### src/rtl/cordic_rot_seq.sv
// cordic_rot_seq
// Iterative rotation-mode CORDIC producing cos/sin of an 8-bit signed angle
// (128 = pi). The angle is folded into +/-pi/2 on load. One micro-rotation
// runs per clock. Results are offered on a valid/ready handshake.
module cordic_rot_seq #(
  parameter int ITER   = 8,
  parameter int K_INIT = 39
) (
  input  logic       clk,
  input  logic       rst,
  input  logic       in_valid,
  output logic       in_ready,
  input  logic [7:0] angle_in,
  output logic       out_valid,
  input  logic       out_ready,
  output logic [7:0] cos_out,
  output logic [7:0] sin_out,
  output logic       busy
);

  typedef enum logic [1:0] {
    IDLE = 2'd0,
    RUN  = 2'd1,
    DONE = 2'd2
  } state_t;

  localparam logic [2:0]        LAST_ITER = 3'(ITER - 1);
  localparam logic signed [7:0] K_POS     = 8'(K_INIT);
  localparam logic signed [7:0] K_NEG     = 8'(-K_INIT);

  state_t state, state_nxt;

  logic signed [7:0] x, y, z;
  logic [2:0]        cnt;

  logic              accept;
  logic              last_rot;

  logic signed [7:0] theta;
  logic signed [7:0] x_load, z_load;

  logic signed [7:0] x_sh, y_sh, atan_i;
  logic              dir_pos;
  logic signed [7:0] x_rot, y_rot, z_rot;

  // arctan(2^-i) in the same angle units as angle_in (128 = pi)
  function automatic logic signed [7:0] atan_lut(input logic [2:0] idx);
    logic signed [7:0] val;
    case (idx)
      3'd0:    val = 8'sd32;
      3'd1:    val = 8'sd19;
      3'd2:    val = 8'sd10;
      3'd3:    val = 8'sd5;
      3'd4:    val = 8'sd3;
      3'd5:    val = 8'sd1;
      3'd6:    val = 8'sd1;
      default: val = 8'sd0;
    endcase
    return val;
  endfunction

  assign accept   = in_valid && in_ready;
  assign last_rot = (state == RUN) && (cnt == LAST_ITER);

  assign in_ready  = (state == IDLE) && !rst;
  assign out_valid = (state == DONE);
  assign busy      = (state == RUN);

  // Fold the incoming angle into [-pi/2, +pi/2]; outside that range the start
  // vector is negated and z moves by pi, which is just an MSB flip mod 256
  always_comb begin
    theta  = angle_in;
    x_load = K_POS;
    z_load = theta;
    if (theta > 8'sd64 || theta < -8'sd64) begin
      x_load = K_NEG;
      z_load = {~angle_in[7], angle_in[6:0]};
    end
  end

  // One micro-rotation step driven by the sign of the residual angle z
  always_comb begin
    x_sh    = x >>> cnt;
    y_sh    = y >>> cnt;
    atan_i  = atan_lut(cnt);
    dir_pos = ~z[7];
    x_rot   = x + y_sh;
    y_rot   = y - x_sh;
    z_rot   = z + atan_i;
    if (dir_pos) begin
      x_rot = x - y_sh;
      y_rot = y + x_sh;
      z_rot = z - atan_i;
    end
  end

  // State register
  always_ff @(posedge clk or posedge rst) begin
    if (rst) begin
      state <= IDLE;
    end else begin
      state <= state_nxt;
    end
  end

  // Next-state logic: IDLE accepts, RUN counts rotations, DONE waits for consumer
  always_comb begin
    state_nxt = state;
    case (state)
      IDLE:    if (accept)    state_nxt = RUN;
      RUN:     if (last_rot)  state_nxt = DONE;
      DONE:    if (out_ready) state_nxt = IDLE;
      default: state_nxt = IDLE;
    endcase
  end

  // Rotation datapath and iteration counter
  always_ff @(posedge clk or posedge rst) begin
    if (rst) begin
      x   <= '0;
      y   <= '0;
      z   <= '0;
      cnt <= '0;
    end else if (accept) begin
      x   <= x_load;
      y   <= '0;
      z   <= z_load;
      cnt <= '0;
    end else if (state == RUN) begin
      x   <= x_rot;
      y   <= y_rot;
      z   <= z_rot;
      cnt <= last_rot ? 3'd0 : cnt + 3'd1;
    end
  end

  // Result registers capture the final rotation and hold through backpressure
  always_ff @(posedge clk or posedge rst) begin
    if (rst) begin
      cos_out <= '0;
      sin_out <= '0;
    end else if (last_rot) begin
      cos_out <= x_rot;
      sin_out <= y_rot;
    end
  end

endmodule

### config.mk
export PLATFORM = sky130hd
export DESIGN_NAME = cordic_rot_seq
export DESIGN_NICKNAME = d
export VERILOG_FILES = /design/src/rtl/cordic_rot_seq.sv
export SDC_FILE = /design/constraint.sdc
export NUM_CORES = 1
export LEC_CHECK = 0
export CAP_MARGIN = 20
export CORE_AREA = 2 2 61 121
export DETAILED_ROUTE_END_ITERATION = 10
export DIE_AREA = 0 0 63 123
export DONT_BUFFER_PORTS = 1
export PLACE_DENSITY = 0.74
export SLEW_MARGIN = 20
export SYNTH_ARGS = -nofsm -noshare
export SYNTH_HDL_FRONTEND = slang
export SYNTH_SLANG_ARGS = --single-unit
### constraint.sdc
create_clock -name clk -period 3.6 [get_ports clk]
set_input_delay 0.72 -clock clk [delete_from_list [all_inputs] [get_ports clk]]
set_output_delay 0.72 -clock clk [all_outputs]
set_load 0.03 [all_outputs]
Word-level counts from Yosys, hierarchy flattened

Index checks and enable logic that the tools add are counted.

Flip-flop bits (word level): 45
Output and inout port bits: 19
Logic and storage cells: 60

Add/subtract/negate cells: 7
Order comparisons: 2
Equal/unequal tests: 12
Shifts and indexed selects: 2
Mux-type cells: 19
Bitwise operators: 1
Reductions and logical operators: 10

Operators by type and width:

| operator            | number |
|---|---|
| $mux 8              | 11 |
| $pmux 6 s6          | 1 |
| $add 8x8->8         | 3 |
| $sub 8x8->8         | 3 |
| $sshr 8x3->8        | 2 |
| $eq 3x3->1 const B  | 4 |
| $mux 3              | 3 |
| $gt 8x8->1 const B  | 1 |
| $lt 8x7->1 const B  | 1 |
| $eq 3x2->1 const B  | 2 |
| $mux 2              | 3 |
| $pmux 2 s3          | 1 |
| $ne 2x1->1 const B  | 2 |
| $add 3x1->3 const B | 1 |
| $eq 3x1->1 const B  | 1 |
| $logic_and 1x1->1   | 3 |
| $logic_not 3->1     | 1 |
| $reduce_and 3->1    | 1 |
| $eq 2x1->1 const B  | 1 |
| $eq 2x2->1 const B  | 1 |
| $logic_not 2->1     | 1 |
| $ne 2x2->1 const B  | 1 |
| $reduce_bool 2->1   | 1 |
| $reduce_or 2->1     | 1 |
| other kinds (3)     | 3 |

Longest topological paths before layout

Depth in word-level cells: 7
Mapped depth: 22
Gate-level depth less buffers: 19

Worst setup path after synthesis

No wires, ideal clock.

Path kind: register to register
From: register cnt[2]
To: register y[7]
Setup time: 122 ps
Arrival: 3752 ps
Path slack: -273 ps
Cell stages (with the launch flop): 17
Path buffers: 4
Period minus slack after synthesis: 3873 ps
Cells stage by stage: dfrtp_1 clkbuf_1 buf_2 buf_1 buf_1 nand2_1 o21ai_0 ha_1 a21oi_1 ha_1 nor2b_1 nor3_1 o21ai_0 a31oi_1 xnor2_1 o41a_1 a32o_1

Word-level cells in the longest chain between the ends: 5

Ends and longest elaborated chain:

| element                                           | RTL line | RTL |
|---|---|---|
| from (decl)                                       | 34       | `logic [2:0] cnt;` |
| from (signal assigned)                            | 133      | `cnt <= last_rot ? 3'd0 : cnt + 3'd1;` |
| $sshr 8x3->8 (*)                                  | 83       | `x_sh = x >>> cnt;` |
| $add 8x8->8 / $sub 8x8->8 (equally long branches) | 92, 88   |  |
| $mux 8 (*)                                        | 90       | `if (dir_pos) begin` |
| $mux 8 (*)                                        | 129      | `end else if (state == RUN) begin` |
| $mux 8 (*)                                        | 124      | `end else if (accept) begin` |
| to (signal assigned)                              | 131      | `y <= y_rot;` |
| to (decl)                                         | 33       | `logic signed [7:0] x, y, z;` |

Every way passes the cells marked *; elsewhere a longest branch is shown, timed or not. The select of a mux whose other input is x is not followed.
A chain may end at the register's enable or synchronous reset.

Worst setup path after layout

From: register cnt[1]
To: register y[7]

The elaborated chain is that of the path after synthesis.

==> results.json <==
{
  "numCtsBuffers": 5,
  "worst_clock_skew_ns": 0.009240,
  "worst-path-buf-inv": 1,
  "synth_fa_ha_area_share_pct": 11.66,
  "cp-endpoint": "y[7]$_DFFE_PP0P_",
  "timing.rr.start": "cnt[1]$_DFFE_PP0P_",
  "critical_path.top_delay_family": "compound AO/OA/AOI/OAI gates",
  "cpPeakStageDelay_ns": 0.55,
  "dr_total_vias": 3443,
  "post_synth.cell_area_avg_um2": 8.651,
  "rr_endpoint": "y[7]$_DFFE_PP0P_",
  "ant_nets": 0,
  "most-common-layout-cells": "buf_4, dfrtp_1, nand2_1, o21ai_0, nor2_1",
  "required_ns": 3.78,
  "arrival_ns": 3.69,
  "path_max_fanout": 7,
  "antenna_cells": 0,
  "drc_errors": 0,
  "portBuffers": 0,
  "rows": 43,
  "synth_compound_area_share_pct": 21.17,
  "ys_seq_elements": 45,
  "worst_pin_slew_ns": 0.9366,
  "io_pins": 31,
  "final_max_slew_viol_count": 0,
  "finalCritPeriodShare_pct": 97.54,
  "yosys_warnings": 0,
  "place_congestion": 0.9186,
  "setup_ws_ns": 0.08844,
  "hp-class": "flop to flop",
  "clk_latency_ns": 0.29,
  "final_common_cell": "buf_4",
  "grt_pass1_wl_um": 16170,
  "critPathKind": "flop to flop",
  "start_util_pct": 56.22,
  "async_reset_ff_share_pct": 100.0,
  "core_area_um2": 6833,
  "critPathLaunchType": "flop",
  "die_h_um": 123,
  "dr.pass1.iters": 5,
  "maxCapViolCount": 0,
  "synth_edf_count": 0,
  "drt-initial-drc-count": 215,
  "cts_max_path_buffers": 2,
  "drive_above_1_share_pct": 24.10,
  "pre_cts_ws_ns": -0.08250,
  "place_hpwl_um": 7169,
  "clkTransAtPathRegs_ns": 0.06,
  "synth_top_family_by_area": "compound AO/OA/AOI/OAI gates",
  "setup_viol": 0,
  "grt_antenna_before_repair": 0,
  "synth_xor_area_share_pct": 7.524,
  "synth_cells": 444,
  "synth_mux_area_share_pct": 9.479,
  "worstSetupPathDepth": 14,
  "htreeDepth": 2,
  "holdPathStages": 2,
  "ff2ff_path_depth": 14,
  "area_growth_pct": 20.55,
  "min_period_ns": 3.512,
  "grt_pass1_vias": 3312,
  "ff2ff_setup_slack_ns": 0.09,
  "cts.sinks": 45,
  "grt_overflow": 0,
  "die_x_um": 63,
  "syn_area_um2": 3841,
  "max_freq_ghz": 0.2848,
  "cts_tree": "yes",
  "synth.distinct_cells": 60,
  "holdWs_ns": 0.4866,
  "grt_max_degree": 46,
  "synth-seq-area-share_pct": 29.32,
  "ys.flop_type": "dfrtp_1",
  "die-area_um2": 7749,
  "critical_path.startpoint": "cnt[1]$_DFFE_PP0P_",
  "cp_cell_sequence": "mux4_2 -> mux2i_2 -> buf_4 -> nand4_1 -> a21oi_2 -> nor2_1 -> xnor2_1 -> ha_1 -> o21ai_1 -> nand2b_1 -> a31oi_4 -> xnor2_2 -> o41a_1 -> a32o_1",
  "hold_violations": 0,
  "synth_nets": 490,
  "grt_util_all_layers_pct": 26.46,
  "slew-limit-headroom_pct": 37.47,
  "status": "complete, no violations",
  "yosys.area_share.simple_pct": 16.03,
  "avgRoutedWirePerCell_um": 18.43,
  "drt-total-wl_um": 10380,
  "fillers": 535,
  "viasPerCell": 6.115,
  "crit_path_end_kind": "flop",
  "nets": 518,
  "cp_slowest_cell": "mux4_2",
  "clock-root-buffer": "clkbuf_16"
}
## logic make-up after synthesis
kind of cell	Yosys count
fa+ha+maj	34
buf+inv	46
simple gates	131
compound gates	130
xor+xnor	33
flops	45
mux	25
## area by class of cell
cell class | count | area (µm²) | share of cell area, %
Sequential cell | 45 | 1129 | 24.37
Timing Repair Buffer | 49 | 417.9 | 9.025
Inverter | 18 | 71.32 | 1.540
Clock buffer | 7 | 142.6 | 3.080
Tap cell | 90 | 112.6 | 2.432
Clock inverter | 1 | 30.03 | 0.6485
Multi-Input combinational cell | 353 | 2728 | 58.90
## cell usage after synthesis (all sizes together), types with 3 or more instances
master / instances / area, µm²
a21oi: 29 / 145.1
mux2: 8 / 90.09
inv: 17 / 63.81
ha: 31 / 387.9
o21ai: 45 / 225.2
xnor2: 16 / 140.1
clkbuf: 20 / 75.07
o22ai: 3 / 18.77
nor2: 36 / 135.1
o31ai: 4 / 30.03
nand2b: 9 / 56.30
dfrtp: 45 / 1126
nor4: 5 / 31.28
o21a: 6 / 45.04
nor2b: 8 / 50.05
a21o: 4 / 30.03
xor2: 17 / 148.9
o21bai: 6 / 45.04
nor3: 13 / 65.06
a22oi: 8 / 60.06
o211ai: 3 / 22.52
nand2: 37 / 138.9
mux4: 8 / 180.2
mux2i: 9 / 93.84
buf: 8 / 42.54
nand3: 11 / 55.05
fa: 3 / 60.06
## how the worst min path moves through the flow
stage | to | startpoint | slack (ns)
2_1_floorplan | z[0]$_DFFE_PP0P_ | z[0]$_DFFE_PP0P_ | 0.45
3_3_place_gp | z[0]$_DFFE_PP0P_ | z[0]$_DFFE_PP0P_ | 0.47
3_5_place_dp | z[0]$_DFFE_PP0P_ | z[0]$_DFFE_PP0P_ | 0.48
4_1_cts | z[0]$_DFFE_PP0P_ | z[0]$_DFFE_PP0P_ | 0.49
5_1_grt | state[1]$_DFFE_PP0P_ | out_ready | 0.53
6_report | z[0]$_DFFE_PP0P_ | z[0]$_DFFE_PP0P_ | 0.49
## flip-flops by register name, summed over array words and instances, names as in the netlist
register and flops:
x 8, state 2, sin_out 8, y 8, z 8, cnt 3, cos_out 8
## worst reg2reg max path: stages, from the launching register on
cell	delay, ns
dfrtp_2	0.50
mux4_2	0.55
mux2i_2	0.21
buf_4	0.16
nand4_1	0.15
a21oi_2	0.15
nor2_1	0.09
xnor2_1	0.15
ha_1	0.31
o21ai_1	0.09
nand2b_1	0.12
a31oi_4	0.26
xnor2_2	0.10
o41a_1	0.32
a32o_1	0.24
## metal layers
layer / up-vias / wire length [µm] / GRT usage [%] / share of wire [%]
li1: 1648 / - / - / -
met1: 1633 / 4310 / 35.39 / 42
met2: 136 / 5178 / 44.02 / 50
met3: 26 / 590 / 3.276 / 5.7
met4: 0 / 297 / 9.583 / 2.9
met5: - / 0 / 0 / 0
## stage by stage
stage                     std cells  cell area [µm²]  setup TNS, ns  utilization [%]
final                           563             4631              0            67.77
after global routing            563             4631        -0.1051            67.77
after CTS                       550             4307              0            63.03
after detailed placement        542             4119       -0.08250            60.28
after global placement          542             4119              0            60.28
after floorplan                 444             3847       -0.02111                -
## what timing repair did
action | in CTS | in global routing
pin swaps | 0 | 22
setup endpoints to repair | 2 | 13
hold buffers | 0 | 0
gates resized for setup | 3 | 54
setup buffers | 0 | 12
gates cloned | 0 | 1
Power is left out: the tool's default activity adds up to more than one toggle a clock period on the data nets, which glitch-free logic cannot reach.
